[src/rtl/control_pipeline_unit.sv]
// Carries the decoded control bundle from ID through the ID/EX, EX/MEM and MEM/WB
// control registers, detects load-use hazards and keeps a saturating stall count.
module control_pipeline_unit #(
  parameter int REG_ADDR_SZ  = 5,
  parameter int ALU_OP_SZ    = 3,
  parameter int STALL_CNT_SZ = 16,
  parameter int JAL_REG      = 31
) (
  input  logic                    i_clk,
  input  logic                    i_rst_n,
  input  logic                    i_enable,
  input  logic                    i_flush_D,
  input  logic [ALU_OP_SZ-1:0]    i_alu_op_MC,
  input  logic                    i_reg_dst_MC,
  input  logic                    i_jal_sel_MC,
  input  logic                    i_alu_src_MC,
  input  logic                    i_mem_read_MC,
  input  logic                    i_mem_write_MC,
  input  logic                    i_reg_write_MC,
  input  logic                    i_bds_sel_MC,
  input  logic                    i_mem_to_reg_MC,
  input  logic [REG_ADDR_SZ-1:0]  i_rs_D,
  input  logic [REG_ADDR_SZ-1:0]  i_rt_D,
  input  logic [REG_ADDR_SZ-1:0]  i_rd_D,
  output logic                    o_stall_D,
  output logic [ALU_OP_SZ-1:0]    o_alu_op_E,
  output logic                    o_alu_src_E,
  output logic [REG_ADDR_SZ-1:0]  o_write_reg_E,
  output logic [REG_ADDR_SZ-1:0]  o_write_reg_M,
  output logic [REG_ADDR_SZ-1:0]  o_write_reg_W,
  output logic                    o_reg_write_E,
  output logic                    o_reg_write_M,
  output logic                    o_reg_write_W,
  output logic                    o_mem_read_E,
  output logic                    o_mem_read_M,
  output logic                    o_mem_write_M,
  output logic                    o_mem_to_reg_W,
  output logic                    o_bds_sel_W,
  output logic [STALL_CNT_SZ-1:0] o_stall_count
);

  typedef struct packed {
    logic [ALU_OP_SZ-1:0]   alu_op;
    logic                   alu_src;
    logic                   mem_read;
    logic                   mem_write;
    logic                   reg_write;
    logic                   mem_to_reg;
    logic                   bds_sel;
    logic [REG_ADDR_SZ-1:0] write_reg;
  } ex_ctl_t;

  typedef struct packed {
    logic                   mem_read;
    logic                   mem_write;
    logic                   reg_write;
    logic                   mem_to_reg;
    logic                   bds_sel;
    logic [REG_ADDR_SZ-1:0] write_reg;
  } mem_ctl_t;

  typedef struct packed {
    logic                   reg_write;
    logic                   mem_to_reg;
    logic                   bds_sel;
    logic [REG_ADDR_SZ-1:0] write_reg;
  } wb_ctl_t;

  ex_ctl_t                 ex_q, ex_d;
  mem_ctl_t                mem_q, mem_d;
  wb_ctl_t                 wb_q, wb_d;
  logic [REG_ADDR_SZ-1:0]  write_reg_D;
  logic                    stall;
  logic [STALL_CNT_SZ-1:0] stall_cnt_q;

  // A JAL always links into JAL_REG, overriding the rd/rt choice.
  always_comb begin
    write_reg_D = i_reg_dst_MC ? i_rd_D : i_rt_D;
    if (i_jal_sel_MC) write_reg_D = REG_ADDR_SZ'(JAL_REG);
  end

  // Load in EX whose target feeds the instruction in ID; register 0 never hazards.
  always_comb begin
    stall = ex_q.mem_read && (ex_q.write_reg != '0) &&
            ((ex_q.write_reg == i_rs_D) || (ex_q.write_reg == i_rt_D));
  end

  always_comb begin
    ex_d = '0;
    if (!(stall || i_flush_D)) begin
      ex_d.alu_op     = i_alu_op_MC;
      ex_d.alu_src    = i_alu_src_MC;
      ex_d.mem_read   = i_mem_read_MC;
      ex_d.mem_write  = i_mem_write_MC;
      ex_d.reg_write  = i_reg_write_MC;
      ex_d.mem_to_reg = i_mem_to_reg_MC;
      ex_d.bds_sel    = i_bds_sel_MC;
      ex_d.write_reg  = write_reg_D;
    end
    mem_d.mem_read   = ex_q.mem_read;
    mem_d.mem_write  = ex_q.mem_write;
    mem_d.reg_write  = ex_q.reg_write;
    mem_d.mem_to_reg = ex_q.mem_to_reg;
    mem_d.bds_sel    = ex_q.bds_sel;
    mem_d.write_reg  = ex_q.write_reg;
    wb_d.reg_write   = mem_q.reg_write;
    wb_d.mem_to_reg  = mem_q.mem_to_reg;
    wb_d.bds_sel     = mem_q.bds_sel;
    wb_d.write_reg   = mem_q.write_reg;
  end

  always_ff @(posedge i_clk or negedge i_rst_n) begin
    if (!i_rst_n) begin
      ex_q        <= '0;
      mem_q       <= '0;
      wb_q        <= '0;
      stall_cnt_q <= '0;
    end else if (i_enable) begin
      ex_q  <= ex_d;
      mem_q <= mem_d;
      wb_q  <= wb_d;
      if (stall && (stall_cnt_q != '1)) stall_cnt_q <= stall_cnt_q + 1'b1;
    end
  end

  assign o_stall_D      = stall;
  assign o_alu_op_E     = ex_q.alu_op;
  assign o_alu_src_E    = ex_q.alu_src;
  assign o_write_reg_E  = ex_q.write_reg;
  assign o_reg_write_E  = ex_q.reg_write;
  assign o_mem_read_E   = ex_q.mem_read;
  assign o_write_reg_M  = mem_q.write_reg;
  assign o_reg_write_M  = mem_q.reg_write;
  assign o_mem_read_M   = mem_q.mem_read;
  assign o_mem_write_M  = mem_q.mem_write;
  assign o_write_reg_W  = wb_q.write_reg;
  assign o_reg_write_W  = wb_q.reg_write;
  assign o_mem_to_reg_W = wb_q.mem_to_reg;
  assign o_bds_sel_W    = wb_q.bds_sel;
  assign o_stall_count  = stall_cnt_q;

endmodule

[config.mk]
export PLATFORM = sky130hd
export DESIGN_NAME = control_pipeline_unit
export DESIGN_NICKNAME = d
export VERILOG_FILES = /design/src/rtl/control_pipeline_unit.sv
export SDC_FILE = /design/constraint.sdc
export NUM_CORES = 1
export LEC_CHECK = 0
export ABC_AREA = 1
export CAP_MARGIN = 20
export CELL_PAD_IN_SITES_DETAIL_PLACEMENT = 1
export CELL_PAD_IN_SITES_GLOBAL_PLACEMENT = 1
export CORE_ASPECT_RATIO = 1.2
export CORE_UTILIZATION = 37
export DETAILED_ROUTE_END_ITERATION = 6
export PLACE_DENSITY_LB_ADDON = 0.25
export SETUP_SLACK_MARGIN = 0.05
export SLEW_MARGIN = 20
export SYNTH_ARGS = -nofsm -noshare
export SYNTH_HDL_FRONTEND = slang
export SYNTH_SLANG_ARGS = --single-unit
[constraint.sdc]
create_clock -name i_clk -period 4.5 [get_ports i_clk]
set_clock_uncertainty 0.05 [all_clocks]
set_input_delay 0.9 -clock i_clk [delete_from_list [all_inputs] [get_ports i_clk]]
set_output_delay 0.9 -clock i_clk [all_outputs]
set_load 0.05 [all_outputs]
-- Word level (Yosys, flattened, before mapping)
Cells that the tools add are included.
Widths: inputs -> output; s select.
- logic and storage cells: 33
- register bits: 48
- multiplexer cells: 3
- add/subtract/negate cells: 1
- reductions and logical operators: 7
- eq/ne operators: 3
- operators with widths (cell ; number):
    $add 16x1->16 const B ; 1
    $ne 16x16->1 const B ; 1
    $mux 14 ; 1
    $eq 5x5->1 ; 2
    $mux 5 ; 2
    $reduce_bool 5->1 ; 1
    $logic_and 1x1->1 ; 3
    $logic_or 1x1->1 ; 2
    $reduce_and 2->1 ; 1

-- Depth between registers and ports, before layout
Gate-level depths: netlist of the first run.
- depth in word-level cells: 5
- depth in mapped cells: 11
- gate-level depth less buffers: 10

-- Worst setup path before layout of the first run
Ideal clock, no wire load.
- path kind: input to output
- start point: in i_rt_D[4]
- end point: out o_stall_D
- stages on the path: 8
- setup slack: 1849 ps
- data arrival time: 1701 ps
- required time: 3550 ps
- cells stage by stage: inv_1 -> nand2_1 -> nand2_1 -> nor2_1 -> nand3_1 -> nand2_1 -> nand2_1 -> inv_1
- cells in the longest elaborated chain, start to end: 3
- RTL lines (element ; RTL line ; RTL):
    start, declared ; 23 ; input logic [REG_ADDR_SZ-1:0] i_rt_D,
    $eq 5x5->1 ; 85 ; ((ex_q.write_reg == i_rs_D) || (ex_q.write_reg == i_rt_D));
    $logic_or 1x1->1 ; 85 ;
    $logic_and 1x1->1 ; 84 ; stall = ex_q.mem_read && (ex_q.write_reg != '0) &&
    end, declared ; 25 ; output logic o_stall_D,
Every way passes these cells.

-- Final worst setup path of the first run
- start point: in i_rt_D[0]
- end point: out o_stall_D
Same word-level chain as after synthesis.

==> results.md, run 1 <==
* Outcome: finished, final reports clean
* Area leader, netlist: dfrtp_1
* Worst-path clk slew at 0.09 ns
* Area share of the largest cell type after synthesis at 46.4%
* Synth warnings at 0
* Worst Hold Class: flop to flop
* First-pass GRT wire length at 10800 um
* Post-Syn Nets at 373
* Met3 usage at 3.88%
* Initial core utilization at 38.0%
* CTS Buffer Depth at 2
* Post-CTS Resized at 0
* Skew-Pair Late Insertion Delay at 0.30 ns
* R2r setup slk at 2.50 ns
* Max-Cap Viols at 0
* Total power at 1080 uW
* Via Count at 2312
* Design Area, Final at 3390 um^2
* Final slew viol count at 0
* Largest net degree at the start of global routing at 35
* CTS buffer count at 5
* Seq cells post-synth at 48
* Share of cells above drive strength 1 at 4.74%
* Initial antenna violation count at 0
* Final #Nets at 431
* Most crowded layer after global routing: met2
* Cts-stage hold buffer count at 0
* Final worst path period need at 3.82 ns
* Crit path kind: input pin to primary output
* Hold Vio Cnt, Final at 0
* Leakage at 0.00164 uW
* Hold WS at 0.429 ns
* Worst Tran Pin Value at 1.04 ns
* H-tree depth at 2
* Clock root cell: clkbuf_8
* Worst vdd ir at 0.000134 V
* Fin crit share at 84.9%
* Layout Utilization at 49.7%
* Core area at 6810 um^2
* Grt met2 use at 34.4%
* TNS Setup at 0 ns
* Port bufs at 73
* GPL Wtd Cong at 0.851
* Synth-to-layout area growth at 30.8%
* DR iter-0 viols at 87
* HPWL Detailed at 4680 um
* Power density over cell area at 318 nW/um^2
* Unrepaired setup endpoints after global routing: no
* Routed wire length at 6340 um
* Length of the first detailed-routing pass in iterations at 4
* Placed instance area at 3290 um^2
* Footprint of the multi-input gates at 1120 um^2
* Die width at 78.4 um
* Die area at 7340 um^2
* # rows at 33
* Final setup viols at 0
* Cells after synthesis at 342
* Diode count at 0
* Synth cell types at 24
* Post CTS Setup Buffer Count at 0
* Via/cell ratio at 4.74
* Number of global-route vias before repair at 2312
* Tot GR Track Use at 18.9%
* FF/Latch Area at 1200 um^2
* Worst slew margin at 30.6%
* Seq/Total Area, Yosys at 46.4%
* Critical path data required time at 3.55 ns
* M1 GR Usage at 22.7%
* Syn Area/Cell at 7.57 um^2
* Crit Path Max Fanout at 3
* CTS Sinks at 48
* Detail Route Antenna Nets at 0
* Area contributors post-synth: dfrtp_1 46%, nand2_1 23%, buf_4 4.1%
* Startpoint class of the critical path: input pin
* Mapped Area at 2590 um^2
* WL per Instance at 13.0 um
* CP Data Arrival Time at 2.87 ns
* GRT Residual Overflow at 0
* Fillers at 857
* IO Pins at 74
* Max Freq at 262 MHz
* CTS tree: done
* Post-route DRC at 0
* Worst Setup End Kind: primary output
* Die Height at 93.7 um
[registers in the layout, summed over array words and instances (netlist names), 2 cells and up]
signal,cells
ex_q,3
mem_q,2
o_alu_op_E,3
o_stall_count,16
o_write_reg_E,5
o_write_reg_M,5
o_write_reg_W,5
[area by class of cell]
class                           count  area share (%)
Sequential cell                    48            35.5
Multi-Input combinational cell    240            33.0
Timing Repair Buffer               75            22.2
Inverter                           30            3.32
Tap cell                           87            3.21
Clock buffer                        7            2.55
Clock inverter                      1           0.222
[placed cells by master (no fill, tap or decap), drive strengths merged]
| master | count |
|---|---|
| clkdlybuf4s50 | 72 |
| clkinvlp | 1 |
| nand2 | 159 |
| o22ai | 5 |
| xnor2 | 4 |
| nand4 | 6 |
| dfrtp | 48 |
| nor2 | 16 |
| inv | 30 |
| nor3 | 5 |
| buf | 3 |
| ha | 1 |
| a21oi | 3 |
| nand3 | 11 |
| o21ai | 18 |
| clkbuf | 7 |
| xor2 | 11 |
| nor4 | 1 |
[metal layers]
layer / vias up / wire length, um / part of all wire (%)
met1: 1102 / 2780 / 44
li1: 1158 / - / -
met3: 5 / 264 / 4.2
met4: 0 / 70 / 1.1
met2: 47 / 3220 / 51
met5: - / 0 / 0
[through the flow]
stage | std cells | setup slack [ns]
4_1_cts | 488 | 0.647
6_report | 488 | 0.679
5_1_grt | 488 | 0.518
3_5_place_dp | 480 | 0.659
3_3_place_gp | 479 | 0.716
2_1_floorplan | 342 | 1.85
[Yosys cell counts]
cell type	count
xor2_1	11
o21ai_0	18
buf_6	2
clkbuf_1	8
nand3_1	9
nand4_4	1
nor2_1	15
dfrtp_1	48
nor3_4	1
nand3_4	1
ha_1	1
o22ai_1	5
inv_1	27
nor4_1	1
nand4_2	1
inv_2	3
nand3_2	1
xnor2_1	4
nand2_1	159
a21oi_1	3
nor3_1	4
nand4_1	4
nor2_4	1
buf_4	14
[worst max-delay path, cell delays in order]
cell and delay [ns]:
clkdlybuf4s50_1 0.51, nand2_1 0.07, inv_1 0.06, nor2_1 0.03, nor2_1 0.11, nand3_1 0.08, nand2_1 0.16, nand2_1 0.09
inv_1 0.06, clkdlybuf4s50_1 0.79
[worst paths after layout]
kind	from	endpoint	cells after the start
max reg2reg	o_stall_count[0]$_DFFE_PN0P_	o_stall_count[13]$_DFFE_PN0P_	8
min in group asynchronous	i_rst_n	o_alu_op_E[2]$_DFFE_PN0P_	1
max in group asynchronous	i_rst_n	o_mem_read_E$_DFFE_PN0P_	2
min	mem_q[6]$_DFFE_PN0P_	mem_q[6]$_DFFE_PN0P_	2
min reg2reg	mem_q[6]$_DFFE_PN0P_	mem_q[6]$_DFFE_PN0P_	2
max	i_rt_D[0]	o_stall_D	10
[cells by family after synthesis]
logic type | synth area share, %
compound gates | 5.27
fa+ha+maj | 0.483
flops | 46.4
simple gates | 32.4
xor+xnor | 5.07
buf+inv | 10.4
[report_power, final]
group	internal [uW]	switching, uW
sequential	467	35.5
combinational	106	196
clock	125	147
total	698	379
Note: power is estimated with default switching activity, not from simulation.
==> run 2: changes to the inputs <==
Settings changed: CORE_UTILIZATION 37 to 31.
Clock period 4.5 ns to 3.34 ns, I/O delays scaled along.
==> run 2 against run 1 <==
  * Sequential share of layout area shrank 0.53 points
  * Sequential power increased by 35%
  * First-iteration DRC count decreased by 14%
  * Total power is 49% higher
  * Combinational power rose by 36%
  * Register-to-register slack worse by 1.2 ns
  * Setup slack got worse by 0.11 ns
  * Clock power grew 88%
  * Non-clock buffer count stayed put
  * Via count grew 1.7%
  * Hold slack got worse by 0.17 ns
  * Final area rose by 1.5%
  * Largest cell class unchanged
  * Largest power group unchanged
==> results.md, run 2 (synthesis results as in run 1) <==
* Outcome: finished, final reports clean (unchanged)
* R2r setup slk at 1.31 ns (was 2.50 ns)
* Via Count at 2351 (was 2312)
* TNS Setup at 0 ns (unchanged)
* Number of global-route vias before repair at 2505 (was 2312)
* Dpl ws at 0.555 ns (was 0.659 ns)
* DR iter-0 viols at 75 (was 87)
* Clk pwr share at 32.0% (was 25.3%)
* Share of cells above drive strength 1 at 5.24% (was 4.74%)
* Die width at 85.4 um (was 78.4 um)
* Worst Tran Pin Value at 1.02 ns (was 1.04 ns)
* Leakage at 0.00167 uW (was 0.00164 uW)
* Worst Hold Class: input pin to async pin (was flop to flop)
* Power density over cell area at 465 nW/um^2 (was 318 nW/um^2)
* Core area at 8110 um^2 (was 6810 um^2)
* IO Pins at 74 (unchanged)
* Length of the first detailed-routing pass in iterations at 4 (unchanged)
* Final setup viols at 0 (unchanged)
* Cts-stage hold buffer count at 0 (unchanged)
* Worst-path clk slew at 0.10 ns (was 0.09 ns)
* WL per Instance at 13.9 um (was 13.0 um)
* CTS Buffer Depth at 2 (unchanged)
* Crit path kind: input pin to primary output (unchanged)
* Die Height at 102 um (was 93.7 um)
* Initial core utilization at 31.9% (was 38.0%)
* GRT Residual Overflow at 0 (unchanged)
* Initial antenna violation count at 0 (unchanged)
* Non-filler cells, final at 496 (was 488)
* Diode count at 0 (unchanged)
* Routed wire length at 6880 um (was 6340 um)
* CTS buffer count at 5 (unchanged)
* CP Buf/Inv Count at 4 (unchanged)
* Via/cell ratio at 4.74 (about the same)
* Cell repeated most along the worst path: nand2_1 (unchanged)
* Fin crit share at 82.9%
* Detail Route Antenna Nets at 0 (unchanged)
* Final slew viol count at 0 (unchanged)
* Startpoint class of the critical path: input pin (unchanged)
* Combinational power share at 25.7% (was 28.1%)
* Final worst path period need at 2.77 ns
* Commonest non-fill, non-tap cells in the layout: 159 x nand2_1, 71 x clkdlybuf4s50_1, 48 x dfrtp_1 (was 159 x nand2_1, 72 x clkdlybuf4s50_1, 48 x dfrtp_1)
* Unrepaired setup endpoints after global routing: no (unchanged)
* Design Area, Final at 3440 um^2 (was 3390 um^2)
* Worst vdd ir at 0.000177 V (was 0.000134 V)
* Tot GR Track Use at 17.0% (was 18.9%)
* Port bufs at 73 (unchanged)
* Hold Vio Cnt, Final at 0 (unchanged)
* Clock root cell: clkbuf_8 (unchanged)
* CP Data Arrival Time at 2.05 ns (was 2.87 ns)
* CTS tree: done (unchanged)
* Largest net degree at the start of global routing at 34 (was 35)
* CP top delay family: buffers and inverters (unchanged)
* Final #Nets at 431 (unchanged)
* GPL Wtd Cong at 0.835 (was 0.851)
* Crit-path slowest cell: clkdlybuf4s50_1 (unchanged)
* Die area at 8730 um^2 (was 7340 um^2)
* Sequential share of power at 42.3% (was 46.6%)
* Cells along the critical path: clkdlybuf4s50_1 > inv_1 > nand2_1 > nand2_1 > nor2_1 > nand3_1 > nand2_1 > nand2_1 > inv_1 > buf_12 (was clkdlybuf4s50_1 > nand2_1 > inv_1 > nor2_1 > nor2_1 > nand3_1 > nand2_1 > nand2_1 > inv_1 > clkdlybuf4s50_1)
* Total power at 1600 uW (was 1080 uW)
* HPWL Detailed at 5120 um (was 4680 um)
* Sw frac at 33.0% (was 35.2%)
* First-pass GRT wire length at 11700 um (was 10800 um)
* Max Freq at 361 MHz
* Crit Path Max Fanout at 3 (unchanged)
* Number of flip-flops in the largest register at 16 (unchanged)
* Max-Cap Viols at 0 (unchanged)
* Worst slew margin at 32.0% (was 30.6%)
* Worst path max stage delay at 0.48 ns (was 0.79 ns)
* Placed instance area at 3300 um^2 (was 3290 um^2)
* # rows at 36 (was 33)
* CTS Sinks at 48 (unchanged)
* Post CTS Setup Buffer Count at 0 (unchanged)
* Int Power at 1070 uW (was 698 uW)
* Post-route DRC at 0 (unchanged)
* Placed Instances at 488 (was 480)
* Setup ws final at 0.571 ns (was 0.679 ns)
* Sw Pwr at 528 uW (was 379 uW)
* Commonest non-fill, non-tap cell in the layout: nand2_1 (unchanged)
* Skew-Pair Late Insertion Delay at 0.30 ns (about the same)
* Worst Setup End Kind: primary output (unchanged)
* Synth-to-layout area growth at 32.8% (was 30.8%)
* H-tree depth at 2 (unchanged)
* Critical path data required time at 2.62 ns (was 3.55 ns)
* Post-CTS Resized at 0 (unchanged)
[run 2: cell type report]
type | instances | area, um^2
fillers | 1002 | 4670
flip-flops and latches | 48 | 1200
multi-input cells | 240 | 1120
repair buffers | 75 | 751
well taps | 95 | 119
inverters | 30 | 113
clock buffers | 5 | 68.8
clock inverters | 3 | 68.8
[run 2: path summary, 6_finish.rpt]
kind | start | endpoint | cells after the start
setup / recovery | i_rs_D[0] | o_stall_D | 10
hold reg to reg | o_write_reg_W[1]$_DFFE_PN0P_ | o_write_reg_W[1]$_DFFE_PN0P_ | 2
hold / removal | i_rst_n | o_stall_count[7]$_DFFE_PN0P_ | 1
max in group asynchronous | i_rst_n | o_write_reg_W[4]$_DFFE_PN0P_ | 2
min in group i_clk | o_write_reg_W[1]$_DFFE_PN0P_ | o_write_reg_W[1]$_DFFE_PN0P_ | 2
setup reg to reg | o_stall_count[0]$_DFFE_PN0P_ | o_stall_count[5]$_DFFE_PN0P_ | 8
[run 2: power groups by stage]
stage	Clock [uW]	Combinational [uW]	Sequential [uW]
floorplan	0	183	771
global placement	0	411	688
detailed placement	0	417	689
CTS	530	418	678
global route	545	442	687
finish	512	411	678
[run 2: metrics by stage]
stage,hold WS [ns],utilization [%]
2_1_floorplan,0.322,-
3_3_place_gp,0.405,40.7
3_5_place_dp,0.415,40.7
4_1_cts,0.268,42.4
5_1_grt,0.287,42.4
6_report,0.259,42.4
[run 2: routing by layer]
layer / vias to the layer above / share of wire, % / GRT usage, %
met4: 0 / 1.7 / 5.26
met5: - / 0 / 0
met3: 10 / 3.8 / 3.15
li1: 1154 / - / -
met2: 55 / 51 / 31.4
met1: 1132 / 43 / 20.1
[run 2: worst register-to-register path, cell delays in order (launching register included)]
cell	delay [ns]
dfrtp_1	0.51
ha_1	0.34
nand3_4	0.13
nor3_4	0.24
nand4_2	0.21
nand3_2	0.16
nor2_4	0.10
nand2_1	0.13
nand2_1	0.06
==> run 3: changes to the inputs <==
Clock period 3.34 ns to 2.4 ns, I/O delays scaled along.
==> run 3 against run 2 <==
  * Cell count rose by 0.81%
  * Clock power rose by 18%
  * Utilization rose by 0.17 points
  * First-iteration DRC count fell by 28%
  * Critical path depth did not move
  * Clock-buffer cell count did not move
  * Global-route usage fell by 1.0 points
  * Setup slack got worse by 0.41 ns
  * Final area rose by 0.40%
==> results.md, run 3 (synthesis results as in run 1) <==
* Post-route DRC at 0 (unchanged)
* # rows at 36 (unchanged)
* Final worst path period need at 2.24 ns
* Fin crit share at 93.2%
* Detail Route Antenna Nets at 0 (unchanged)
* Worst r2r src: o_stall_count[0]$_DFFE_PN0P_ (unchanged)
* Length of the first detailed-routing pass in iterations at 4 (unchanged)
* Tot GR Track Use at 16.0% (was 17.0%)
* HPWL Detailed at 4920 um (was 5120 um)
* Clock root cell: clkbuf_8 (unchanged)
* H-tree depth at 2 (unchanged)
* Most crowded layer after global routing: met2 (unchanged)
* CTS buffer count at 5 (unchanged)
* Number of global-route vias before repair at 2293 (was 2505)
* Final setup viols at 0 (unchanged)
* CTS tree: done (unchanged)
* Outcome: finished, final reports clean (unchanged)
* CP Data Arrival Time at 1.71 ns (was 2.05 ns)
* Final #Nets at 435 (was 431)
* GRT Residual Overflow at 0 (unchanged)
* R2r endpoint: o_stall_count[11]$_DFFE_PN0P_ (was o_stall_count[5]$_DFFE_PN0P_)
* Footprint of the multi-input gates at 1120 um^2 (about the same)
* Grt met2 use at 28.9% (was 31.4%)
* Core area at 8110 um^2 (unchanged)
* TNS Setup at 0 ns (unchanged)
* Skew-Pair Late Insertion Delay at 0.31 ns (was 0.30 ns)
* Fillers at 1006 (was 1002)
* FF-to-FF path depth at 7 (was 8)
* Initial antenna violation count at 0 (unchanged)
* Diode count at 0 (unchanged)
* Crit path kind: input pin to primary output (unchanged)
* Port bufs at 73 (unchanged)
* Worst Setup End Kind: primary output (unchanged)
* Synth-to-layout area growth at 33.3% (was 32.8%)
* GPL Wtd Cong at 0.876 (was 0.835)
* Unrepaired setup endpoints after global routing: no (unchanged)
* Max Freq at 447 MHz
* Worst slew margin at 58.0% (was 32.0%)
* Worst vdd ir at 0.000283 V (was 0.000177 V)
* Via/cell ratio at 4.71 (was 4.74)
* Commonest non-fill, non-tap cells in the layout: 157 x nand2_1, 71 x clkdlybuf4s50_1, 48 x dfrtp_1 (was 159 x nand2_1, 71 x clkdlybuf4s50_1, 48 x dfrtp_1)
* Routed wire length at 6570 um (was 6880 um)
* Leakage at 0.00168 uW (was 0.00167 uW)
* Number of flip-flops in the largest register at 16 (unchanged)
* CTS Sinks at 48 (unchanged)
* DR iter-0 viols at 54 (was 75)
* Largest net degree at the start of global routing at 49 (was 34)
* Initial core utilization at 31.9% (unchanged)
* Die width at 85.4 um (unchanged)
* FF/Latch Area at 1200 um^2 (unchanged)
* Met3 usage at 3.31% (was 3.15%)
* First-pass GRT wire length at 10900 um (was 11700 um)
* IO Pins at 74 (unchanged)
* Power density over cell area at 615 nW/um^2 (was 465 nW/um^2)
* Die area at 8730 um^2 (unchanged)
* R2r setup slk at 0.44 ns (was 1.31 ns)
* Via Count at 2356 (was 2351)
* Crit Path Max Fanout at 2 (was 3)
* Worst Tran Pin Value at 0.629 ns (was 1.02 ns)
* Hold Vio Cnt, Final at 0 (unchanged)
* Share of cells above drive strength 1 at 6.91% (was 5.24%)
* Final slew viol count at 0 (unchanged)
* Max-Cap Viols at 0 (unchanged)
* Die Height at 102 um (unchanged)
* CTS Buffer Depth at 2 (unchanged)
* M1 GR Usage at 19.0% (was 20.1%)
* Commonest non-fill, non-tap cell in the layout: nand2_1 (unchanged)
* WL per Instance at 13.1 um (was 13.9 um)
* Startpoint class of the critical path: input pin (unchanged)
* Critical path data required time at 1.87 ns (was 2.62 ns)
* Worst-path clk slew at 0.09 ns (was 0.10 ns)
* Setup ws final at 0.163 ns (was 0.571 ns)
* Dpl ws at 0.0854 ns (was 0.555 ns)
* Worst Hold Class: input pin to async pin (unchanged)
## run 3: cell count changes in the layout (fill, tap and decap cells not counted)
| cell | delta |
|---|---|
| inv_2 | +1 |
| clkinv_4 | +2 |
| nand2_2 | +2 |
| nand2_1 | -2 |
| inv_1 | -1 |
| bufinv_16 | -1 |
| inv_6 | -1 |
| buf_4 | +4 |
## run 3: how the worst max path moves through the flow
stage	startpoint	end	slack, ns	cells after the start
finish	i_rs_D[0]	o_stall_D	0.16	10
global route	i_rt_D[1]	o_stall_D	0.06	10
CTS	i_rs_D[0]	o_stall_D	0.09	10
detailed placement	i_rt_D[0]	o_stall_count[11]$_DFFE_PN0P_	0.09	12
global placement	i_rs_D[0]	o_stall_D	0.10	10
floorplan	o_stall_count[0]$_DFFE_PN0P_	o_stall_count[2]$_DFFE_PN0P_	0.32	9
## run 3: final cells by class
type | instances | area share (%)
multi-input combinational | 240 | 32.5
sequential | 48 | 34.8
clock buffer | 5 | 1.99
tap | 95 | 3.44
inverter | 30 | 3.26
timing repair buffer | 79 | 22.6
clock inverter | 3 | 1.38
## run 3: critical path, cell delays in order
cell and delay [ns]:
clkdlybuf4s50_1 0.48, inv_1 0.04, nand2_1 0.05, nand2_1 0.05, nor2_1 0.13, nand3_1 0.10
nand2_2 0.10, nand2_2 0.07, inv_2 0.07, buf_12 0.13
## run 3: metrics by stage
step	total power [uW]	hold WS (ns)	area, um^2	utilization, %	cells
4_1_cts	2160	0.239	3450	42.5	500
3_5_place_dp	1540	0.412	3330	41.1	492
3_3_place_gp	1540	0.406	3330	41.1	492
6_report	2120	0.209	3450	42.6	500
2_1_floorplan	1330	0.134	2590	-	342
5_1_grt	2230	0.269	3450	42.6	500
## run 3: report_power, final
part           total (uW)  leakage (uW)  internal, uW  switching, uW
combinational         576      0.000981           204            372
sequential            944      0.000636           875           68.7
clock                 605     0.0000583           314            291
total                2120       0.00168          1390            731
## run 3: per-layer routing
metal	up-vias	wire length, um
li1	1168	-
met1	1126	2940
met2	52	3250
met3	10	249
met4	0	121
met5	-	0
## run 3: what timing repair did
action	4_1_cts	5_1_grt
gates resized for setup	0	3
endpoints found under the setup margin	0	1
endpoints found under the hold margin	0	0
hold buffers	0	0
buffers inserted	0	0
